## src/rtl/fetch_pkg.sv

```systemverilog
// Fetch-stage constants, 2-bit counter encodings and helpers shared by the fetch bundle and its PHT.
// Pure definitions; no timing or flow-control behaviour of its own.
package fetch_pkg;

    localparam int FETCH_AW    = 8;
    localparam int FETCH_GHR_W = 5;

    localparam logic [5:0] OPC_BEQ = 6'h04;
    localparam logic [5:0] OPC_BNE = 6'h05;

    typedef enum logic [1:0] {
        CTR_SNT = 2'b00,
        CTR_WNT = 2'b01,
        CTR_WT  = 2'b10,
        CTR_ST  = 2'b11
    } ctr_e;

    function automatic logic [1:0] sat_inc(input logic [1:0] c);
        return (c == CTR_ST) ? CTR_ST : c + 2'd1;
    endfunction

    function automatic logic [1:0] sat_dec(input logic [1:0] c);
        return (c == CTR_SNT) ? CTR_SNT : c - 2'd1;
    endfunction

    function automatic logic is_cond_branch(input logic [31:0] instr);
        return (instr[31:26] == OPC_BEQ) || (instr[31:26] == OPC_BNE);
    endfunction

endpackage

```

## src/rtl/gshare_pht.sv

```systemverilog
// Gshare pattern history table: two combinational read ports, one synchronous saturating-update port.
// Reads see the pre-update value in the write cycle; updates are never held off.
module gshare_pht
    import fetch_pkg::*;
#(
    parameter int         IDX_W = FETCH_GHR_W,
    parameter logic [1:0] INIT  = CTR_WNT
) (
    input  logic             clk,
    input  logic             rst,
    input  logic [IDX_W-1:0] rd_idx0,
    input  logic [IDX_W-1:0] rd_idx1,
    output logic [1:0]       rd_ctr0,
    output logic [1:0]       rd_ctr1,
    input  logic             wr_en,
    input  logic [IDX_W-1:0] wr_idx,
    input  logic             wr_taken
);

    localparam int DEPTH = 1 << IDX_W;

    logic [1:0] ctr [DEPTH];

    assign rd_ctr0 = ctr[rd_idx0];
    assign rd_ctr1 = ctr[rd_idx1];

    always_ff @(posedge clk or negedge rst) begin
        if (!rst) begin
            for (int i = 0; i < DEPTH; i++) begin
                ctr[i] <= INIT;
            end
        end else if (wr_en) begin
            ctr[wr_idx] <= wr_taken ? sat_inc(ctr[wr_idx]) : sat_dec(ctr[wr_idx]);
        end
    end

endmodule

```

## src/rtl/fetch_bundle_gen.sv

```systemverilog
// Dual-issue fetch: PC/GHR owner, two-slot predecode and gshare prediction feeding the IF/ID register.
// Bundle is combinational from pc; redirect lands next cycle and beats stall; stall freezes PC/GHR only.
module fetch_bundle_gen
    import fetch_pkg::*;
#(
    parameter int         AW       = FETCH_AW,
    parameter int         GHR_W    = FETCH_GHR_W,
    parameter logic [1:0] PHT_INIT = CTR_WNT
) (
    input  logic             clk,
    input  logic             rst,
    input  logic             stall,
    input  logic             redirect,
    input  logic [AW-1:0]    redirect_pc,
    input  logic [GHR_W-1:0] redirect_ghr,
    input  logic             upd_valid,
    input  logic [AW-1:0]    upd_pc,
    input  logic [GHR_W-1:0] upd_ghr,
    input  logic             upd_taken,
    output logic [AW-1:0]    imem_addr0,
    output logic [AW-1:0]    imem_addr1,
    input  logic [31:0]      imem_data0,
    input  logic [31:0]      imem_data1,
    output logic [31:0]      first_F,
    output logic [31:0]      second_F,
    output logic             first_branch_F,
    output logic             second_branch_F,
    output logic             first_prediction_F,
    output logic             second_prediction_F,
    output logic [AW-1:0]    first_next_addr_F,
    output logic [AW-1:0]    second_next_addr_F,
    output logic [AW-1:0]    first_target_addr_F,
    output logic [AW-1:0]    second_target_addr_F,
    output logic [GHR_W-1:0] ghr_F,
    output logic             second_flush
);

    logic [AW-1:0]    pc, pc_nxt;
    logic [GHR_W-1:0] ghr, ghr_nxt;

    logic [AW-1:0]    addr0, addr1, nxt0, nxt1, tgt0, tgt1;
    logic             br0, br1, pred0, pred1, take1;
    logic [1:0]       ctr0, ctr1;

    assign addr0 = pc;
    assign addr1 = pc + AW'(1);
    assign nxt0  = addr1;
    assign nxt1  = pc + AW'(2);

    assign br0 = is_cond_branch(imem_data0);
    assign br1 = is_cond_branch(imem_data1);

    // Size cast of a signed operand sign-extends the 8-bit displacement to AW.
    assign tgt0 = addr0 + AW'(1) + AW'($signed(imem_data0[7:0]));
    assign tgt1 = addr1 + AW'(1) + AW'($signed(imem_data1[7:0]));

    gshare_pht #(
        .IDX_W (GHR_W),
        .INIT  (PHT_INIT)
    ) u_pht (
        .clk      (clk),
        .rst      (rst),
        .rd_idx0  (addr0[GHR_W-1:0] ^ ghr),
        .rd_idx1  (addr1[GHR_W-1:0] ^ ghr),
        .rd_ctr0  (ctr0),
        .rd_ctr1  (ctr1),
        .wr_en    (upd_valid),
        .wr_idx   (upd_pc[GHR_W-1:0] ^ upd_ghr),
        .wr_taken (upd_taken)
    );

    assign pred0 = br0 & ctr0[1];
    assign pred1 = br1 & ctr1[1];
    assign take1 = pred1 & ~pred0;

    always_comb begin
        pc_nxt  = nxt1;
        ghr_nxt = ghr;
        if (redirect) begin
            pc_nxt  = redirect_pc;
            ghr_nxt = redirect_ghr;
        end else if (stall) begin
            pc_nxt  = pc;
            ghr_nxt = ghr;
        end else if (pred0) begin
            pc_nxt  = tgt0;
            ghr_nxt = {ghr[GHR_W-2:0], 1'b1};
        end else if (take1) begin
            pc_nxt  = tgt1;
            ghr_nxt = br0 ? {ghr[GHR_W-3:0], 2'b01} : {ghr[GHR_W-2:0], 1'b1};
        end else begin
            // One not-taken history bit per branch in the bundle.
            if (br0) ghr_nxt = {ghr_nxt[GHR_W-2:0], 1'b0};
            if (br1) ghr_nxt = {ghr_nxt[GHR_W-2:0], 1'b0};
        end
    end

    always_ff @(posedge clk or negedge rst) begin
        if (!rst) begin
            pc  <= '0;
            ghr <= '0;
        end else begin
            pc  <= pc_nxt;
            ghr <= ghr_nxt;
        end
    end

    assign imem_addr0 = addr0;
    assign imem_addr1 = addr1;

    assign first_F              = rst ? imem_data0 : '0;
    assign second_F             = rst ? imem_data1 : '0;
    assign first_branch_F       = rst & br0;
    assign second_branch_F      = rst & br1;
    assign first_prediction_F   = rst & pred0;
    assign second_prediction_F  = rst & pred1;
    assign first_next_addr_F    = rst ? nxt0 : '0;
    assign second_next_addr_F   = rst ? nxt1 : '0;
    assign first_target_addr_F  = rst ? tgt0 : '0;
    assign second_target_addr_F = rst ? tgt1 : '0;
    assign ghr_F                = rst ? ghr  : '0;
    assign second_flush         = rst & pred0;

endmodule

```

## config.mk

```make
export PLATFORM = sky130hd
export DESIGN_NAME = fetch_bundle_gen
export DESIGN_NICKNAME = d
export VERILOG_FILES = /design/src/rtl/fetch_pkg.sv /design/src/rtl/gshare_pht.sv /design/src/rtl/fetch_bundle_gen.sv
export SDC_FILE = /design/constraint.sdc
export NUM_CORES = 1
export LEC_CHECK = 0
export BUFFER_PORTS_ARGS = -buffer_cell sky130_fd_sc_hd__buf_4
export CORE_ASPECT_RATIO = 0.7
export CORE_MARGIN = 2
export CORE_UTILIZATION = 30
export CTS_CLUSTER_DIAMETER = 50
export CTS_CLUSTER_SIZE = 40
export DETAILED_ROUTE_END_ITERATION = 10
export GPL_TIMING_DRIVEN = 0
export HOLD_SLACK_MARGIN = 0.05
export PLACE_DENSITY_LB_ADDON = 0.1
export SYNTH_ARGS = -nofsm -noshare
export SYNTH_HDL_FRONTEND = slang
export SYNTH_SLANG_ARGS = --single-unit
```

## constraint.sdc

```tcl
create_clock -name clk -period 4.2 [get_ports clk]
set_clock_uncertainty 0.05 [all_clocks]
set_input_delay 0.42 -clock clk [delete_from_list [all_inputs] [get_ports clk]]
set_output_delay 0.42 -clock clk [all_outputs]
set_load 0.01 [all_outputs]
```

==> impl_metrics.json, run 1 <==
{
  "arrival_ps": 3530,
  "critical_path.max_fanout": 8,
  "core_mm2": 0.0206,
  "num-fill-cells": 2025,
  "synth_nets": 729,
  "rows": 44,
  "cts_buffer_depth": 2,
  "maxSlewHeadroom": 0.319,
  "wirelength_um": 21800,
  "r2r_end": "imem_addr0[5]",
  "ys_ff_latch": 77,
  "crit_family": "XOR/XNOR gates",
  "grt_pass1_wl_um": 32900,
  "tightest_slew_ps": 1020,
  "dr.pass1.iters": 5,
  "start_kind": "flop",
  "hold_path_class": "in2async",
  "die_w_um": 176,
  "start_util": 0.303,
  "port-buffer-count": 213,
  "multiInputGateArea_mm2": 0.00410,
  "r2r-start": "imem_addr0[2]",
  "synth-seq-area-share": 0.315,
  "r2r_setup_slack_ps": 630,
  "h-tree-depth": 3,
  "drv_slew": 0,
  "path_buf_inv": 3,
  "vias": 5741,
  "placedInstanceArea_mm2": 0.00819,
  "startpoint": "imem_addr0[2]",
  "cp.depth": 12,
  "final_core_util": 0.416,
  "leakage_uw": 0.00384,
  "clock_sinks": 77,
  "io_pins": 218,
  "antenna_cells": 0,
  "final_net_count": 953,
  "r2r_cells": 9,
  "path_clk_slew_ps": 60,
  "yosys_warnings": 0,
  "synth-main-ff-cell": "dfrtp_1",
  "seqCellArea_mm2": 0.00197,
  "track_usage": 0.195,
  "syn-cell-area_mm2": 0.00625,
  "worstPathCellList": "ha_1 -> buf_2 -> nand2_1 -> xnor2_4 -> ha_1 -> inv_1 -> o21bai_1 -> a2111oi_0 -> nor3_1 -> xnor2_2 -> and2_1 -> buf_4",
  "combPwrFrac": 0.470,
  "ir_drop_uv": 236,
  "netSwitchingPower_uw": 1530,
  "design_area_mm2": 0.00856,
  "hold_violations": 0,
  "synth_cells": 614,
  "gp_congestion": 0.886,
  "final_common_cell": "buf_4",
  "die_h_um": 125,
  "min_period_ps": 4000,
  "post-route-drc-count": 0,
  "ant_nets": 0,
  "whs_ps": 205,
  "pwr-share-clk": 0.193,
  "antenna_found_initial": 0,
  "tns_ps": 0,
  "synth_cell_types": 65,
  "setup_violations": 0,
  "status": "completed",
  "area_delta_synth_final_pct": 37.0,
  "cts_tree": "built",
  "finalPower_uw": 4130,
  "required_ps": 3730,
  "clock.fmax_mhz": 250,
  "grt_max_degree": 79,
  "hpwl_um": 17600,
  "p_int_uw": 2590,
  "path_common_cell": "ha_1",
  "root_buffer": "clkbuf_16",
  "swShare": 0.372,
  "synth_edf_count": 0,
  "period_share": 0.953,
  "worstSetupEndpointType": "output pin",
  "cap_viol_max_count": 0,
  "powerDensity_mw_per_mm2": 482,
  "grt_overflow": 0,
  "endpoint": "first_target_addr_F[7]",
  "dieArea_mm2": 0.0220,
  "layout-drive-gt1-share": 0.453,
  "via_per_inst": 5.13,
  "holdBufCountCts": 0,
  "worstSetupPathType": "reg2out",
  "slowest_delay_ps": 550,
  "wl_per_cell_um": 19.4,
  "seqPwrFrac": 0.337,
  "layout_common_cells": "218 x buf_4, 87 x and2_1, 73 x nor2_1",
  "drt-initial-drc-count": 392,
  "cts_buffers": 9,
  "synthArstFlopShare": 1.00,
  "grt_pass1_vias": 5833,
  "post_cts_buffers": 0,
  "syn_avg_cell_area_um2": 10.2,
  "clk_latency_ps": 340,
  "cpMaxStageDelayCell": "dfrtp_1"
}
## cell type report
class	count	share of cell area
Multi-Input combinational cell	483	0.479
Clock buffer	11	0.0284
Clock inverter	5	0.00702
Inverter	23	0.0107
Tap cell	276	0.0403
Sequential cell	77	0.230
Buffer	31	0.0174
Timing Repair Buffer	213	0.187
## power groups by stage
stage                     registers, uW  clock network, uW  logic, uW
after floorplan                    1290                  0       1250
after global placement             1370                  0       1880
after detailed placement           1390                  0       1900
after CTS                          1390                817       1920
after global routing               1430                843       2080
final                              1390                795       1940
## metrics by stage
stage          setup slack (ps)  cells
4_1_cts                  0.0986   1119
6_report                    198   1119
2_1_floorplan               970    614
3_3_place_gp               91.2   1103
5_1_grt                   -3.58   1119
3_5_place_dp               96.2   1103
## synthesized netlist by cell type (2+ instances only)
master    count  area [um^2]
dfstp_2      32          841
nor4_2        3         37.5
xor2_1       12          105
nor4_1        7         43.8
buf_4         5         37.5
mux2i_1       8         80.1
a221oi_1      4         35.0
nand2_1      23         86.3
nand2b_1      8         50.1
o21ai_0      12         60.1
nor2b_1       2         12.5
and2_1       87          544
o21bai_1      4         30.0
nand3b_1      2         15.0
inv_1        21         78.8
dfrtp_1      45         1130
xor2_2        3         48.8
fa_1          2         40.0
ha_1         17          213
maj3_1        2         20.0
nand3_1      10         50.1
o21ai_1       3         15.0
and4_1        2         17.5
or4_1         2         15.0
nand4_1       4         25.0
or3_1         2         12.5
clkbuf_1     20         75.1
o31ai_1       6         45.0
a32oi_1       4         35.0
mux2_2       66          743
buf_2         4         20.0
nor3_1        9         45.0
xnor2_1      27          236
a211oi_1      2         15.0
mux4_1        9          236
nor2_1       73          274
mux4_2       22          495
and3_1        2         12.5
a21o_1        2         15.0
a21oi_1      15         75.1
o22ai_1       7         43.8
## worst min path at each step
stage | end | start | slack [ps]
after floorplan | ghr[0] | rst | 70
after global placement | u_pht.ctr[55] | u_pht.ctr[55] | 480
after detailed placement | u_pht.ctr[27] | u_pht.ctr[27] | 490
after CTS | u_pht.ctr[17] | rst | 240
after global routing | ghr[1] | redirect_ghr[1] | 260
final | u_pht.ctr[17] | rst | 200
## worst reg2reg max path, stage by stage, from the launching register on
cell      delay [ps]
dfrtp_1          550
xor2_1           720
mux4_2           430
a22oi_1          160
o21ai_1          170
o31ai_1          350
buf_4            270
clkinv_4          90
nor3_1           440
a221oi_1         190
## cells by family after synthesis
| kind of cell | count (synthesis) | synth area share |
|---|---|---|
| mux | 106 | 0.251 |
| compound gates | 67 | 0.0705 |
| buf+inv | 54 | 0.0385 |
| fa+ha+maj | 21 | 0.0437 |
| flops | 77 | 0.315 |
| simple gates | 245 | 0.212 |
| xor+xnor | 44 | 0.0695 |
## sequential cells by signal, summed over array words and instances (netlist names)
name / cells
ghr: 5
imem_addr0: 8
u_pht.ctr: 64
## what timing repair did
item,CTS,global route
resized for setup,2,6
pin swaps,0,1
setup endpoints to repair,1,3
## per-layer routing
layer | GRT usage | up-vias | routed length (um)
met2 | 0.297 | 216 | 9720
met3 | 0.0443 | 10 | 1260
met1 | 0.286 | 2874 | 10700
met4 | 0.0297 | 0 | 111
met5 | 0 | - | 0
li1 | - | 2641 | -
Note: power is estimated with default switching activity, not from simulation.
==> run 2: changes to the inputs <==
--- a/config.mk
+++ b/config.mk
@@ -14,7 +14,7 @@
 export DETAILED_ROUTE_END_ITERATION = 10
 export GPL_TIMING_DRIVEN = 0
 export HOLD_SLACK_MARGIN = 0.05
-export PLACE_DENSITY_LB_ADDON = 0.1
+export PLACE_DENSITY = 0.5
 export SYNTH_ARGS = -nofsm -noshare
 export SYNTH_HDL_FRONTEND = slang
 export SYNTH_SLANG_ARGS = --single-unit
==> run 2 against run 1 <==
Net effect:
- via count down 1.2%
- first-iteration DRC count up 17%
- cell count unchanged
- clock-buffer cell count down 1
- die area unchanged
- cell area up 0.18%
- critical path depth unchanged
- sequential share of layout area about the same
- clock power up 14%
- combinational power down 2%
- setup slack worse by 8.8 ps
- the flow now finishes with violations (capacitance limit)
==> impl_metrics.json, run 2 (synthesized netlist as in run 1, its figures left out) <==
{
  "largest_register": "u_pht.ctr",
  "maxSlewHeadroom": 0.0258,
  "period_share": 0.955,
  "worstPathCellList": "ha_1 -> buf_2 -> nand2_1 -> xnor2_4 -> ha_1 -> inv_1 -> o21bai_1 -> a2111oi_1 -> nor3_1 -> xnor2_1 -> and2_1 -> buf_4",
  "tns_ps": 0,
  "start_util": 0.303,
  "min_period_ps": 4010,
  "required_ps": 3730,
  "arrival_ps": 3540,
  "r2r-start": "ghr[1]",
  "critical_path.max_fanout": 9,
  "post-place-cells": 1103,
  "slowest_delay_ps": 510,
  "r2r_cells": 9,
  "clk_latency_ps": 350,
  "via_per_inst": 5.07,
  "wirelength_um": 22200,
  "final_net_count": 953,
  "ant_nets": 0,
  "io_pins": 218,
  "rsz0062_at_grt": "false",
  "cts_buffer_depth": 2,
  "final_common_cell": "buf_4",
  "hpwl_um": 18000,
  "violations": "capacitance limit",
  "worstSetupPathType": "reg2out",
  "placedInstanceArea_mm2": 0.00819,
  "cts_buffers": 9,
  "hold_violations": 0,
  "path_clk_slew_ps": 60,
  "status": "finished, violations left",
  "clock_sinks": 77,
  "r2r_end": "imem_addr0[4]",
  "grt_pass1_wl_um": 34200,
  "start_kind": "flop",
  "drt-initial-drc-count": 457,
  "cts_tree": "built",
  "r2r_setup_slack_ps": 610,
  "path_common_cell": "ha_1",
  "grt_overflow": 0,
  "cap_viol_max_count": 1,
  "drv_slew": 0,
  "rows": 44,
  "setup_violations": 0,
  "gp_congestion": 0.906,
  "fin_cells": 1119,
  "antenna_found_initial": 0,
  "num-fill-cells": 2019,
  "track_usage": 0.204,
  "dieArea_mm2": 0.0220,
  "design_area_mm2": 0.00857,
  "core_mm2": 0.0206,
  "tightest_slew_ps": 1450,
  "clock.fmax_mhz": 249,
  "area_delta_synth_final_pct": 37.3,
  "grt_max_degree": 79,
  "powerDensity_mw_per_mm2": 488,
  "port-buffer-count": 213,
  "cpMaxStageDelayCell": "dfrtp_2",
  "wl_per_cell_um": 19.9,
  "leakage_uw": 0.00385,
  "layout-drive-gt1-share": 0.452,
  "root_buffer": "clkbuf_16",
  "antenna_cells": 0,
  "h-tree-depth": 3,
  "die_h_um": 125,
  "grt_pass1_vias": 5796,
  "vias": 5672,
  "post_cts_buffers": 0,
  "final_core_util": 0.416,
  "ir_drop_uv": 225,
  "layout_common_cells": "218 x buf_4, 87 x and2_1, 73 x nor2_1",
  "hold_path_class": "in2async",
  "post-route-drc-count": 0,
  "die_w_um": 176,
  "worstSetupEndpointType": "output pin",
  "largest_reg_flops": 64,
  "dr.pass1.iters": 5
}
==> run 2: changes by cell type in the layout (fill, tap and decap cells not counted), sizes merged <==
cell	change
clkbuf	-1
bufinv	+2
clkinv	-1
==> run 2: area by class of cell <==
class                      instances  area (um^2)  share of cell area
buffer                            31          149              0.0174
multi-input combinational        483         4080               0.476
sequential                        77         1970               0.230
clock inverter                     6          111              0.0130
clock buffer                      10          229              0.0267
timing repair buffer             213         1600               0.186
tap                              276          345              0.0403
inverter                          23         91.3              0.0107
==> run 2: layer usage <==
| metal | track usage | vias to the layer above | wire length, um |
|---|---|---|---|
| met3 | 0.0333 | 9 | 1250 |
| li1 | - | 2647 | - |
| met1 | 0.325 | 2842 | 11500 |
| met4 | 0.0287 | 0 | 117 |
| met2 | 0.290 | 174 | 9380 |
| met5 | 0 | - | 0 |
==> run 2: metrics by stage <==
step	setup slack, ps	total power [uW]	hold WS [ps]
6_report	189	4180	196
5_1_grt	5.17	4420	242
4_1_cts	9.68	4180	228
3_5_place_dp	171	3260	494
3_3_place_gp	307	3210	483
2_1_floorplan	970	2530	74.4
==> run 2: timing repair <==
action	4_1_cts	5_1_grt
gates resized for setup	2	6
setup endpoints to repair	1	3
hold buffers	0	0
==> run 2: worst max-delay path, delay by kind of cell (launching register included) <==
kind            cells  cell delay, ps
xor+xnor            2             630
compound gates      2             590
simple gates        3             550
fa+ha+maj           2             520
flops               1             510
buf+inv             3             390
==> run 2: how the worst max path moves through the flow <==
stage	slack, ps	depth (start not counted)	start	to
2_1_floorplan	970	11	imem_addr0[1]	first_target_addr_F[7]
4_1_cts	10	12	imem_addr0[2]	first_target_addr_F[7]
5_1_grt	5	12	imem_addr0[1]	first_target_addr_F[7]
3_3_place_gp	310	12	imem_addr0[1]	first_target_addr_F[7]
6_report	190	12	imem_addr0[1]	first_target_addr_F[7]
3_5_place_dp	170	12	imem_addr0[1]	first_target_addr_F[7]
==> run 2: power by group <==
part           internal, uW  leakage (uW)  switching, uW  total, uW
Sequential             1140      0.000909            245       1380
Clock                   581      0.000163            323        903
Combinational           973       0.00278            926       1900
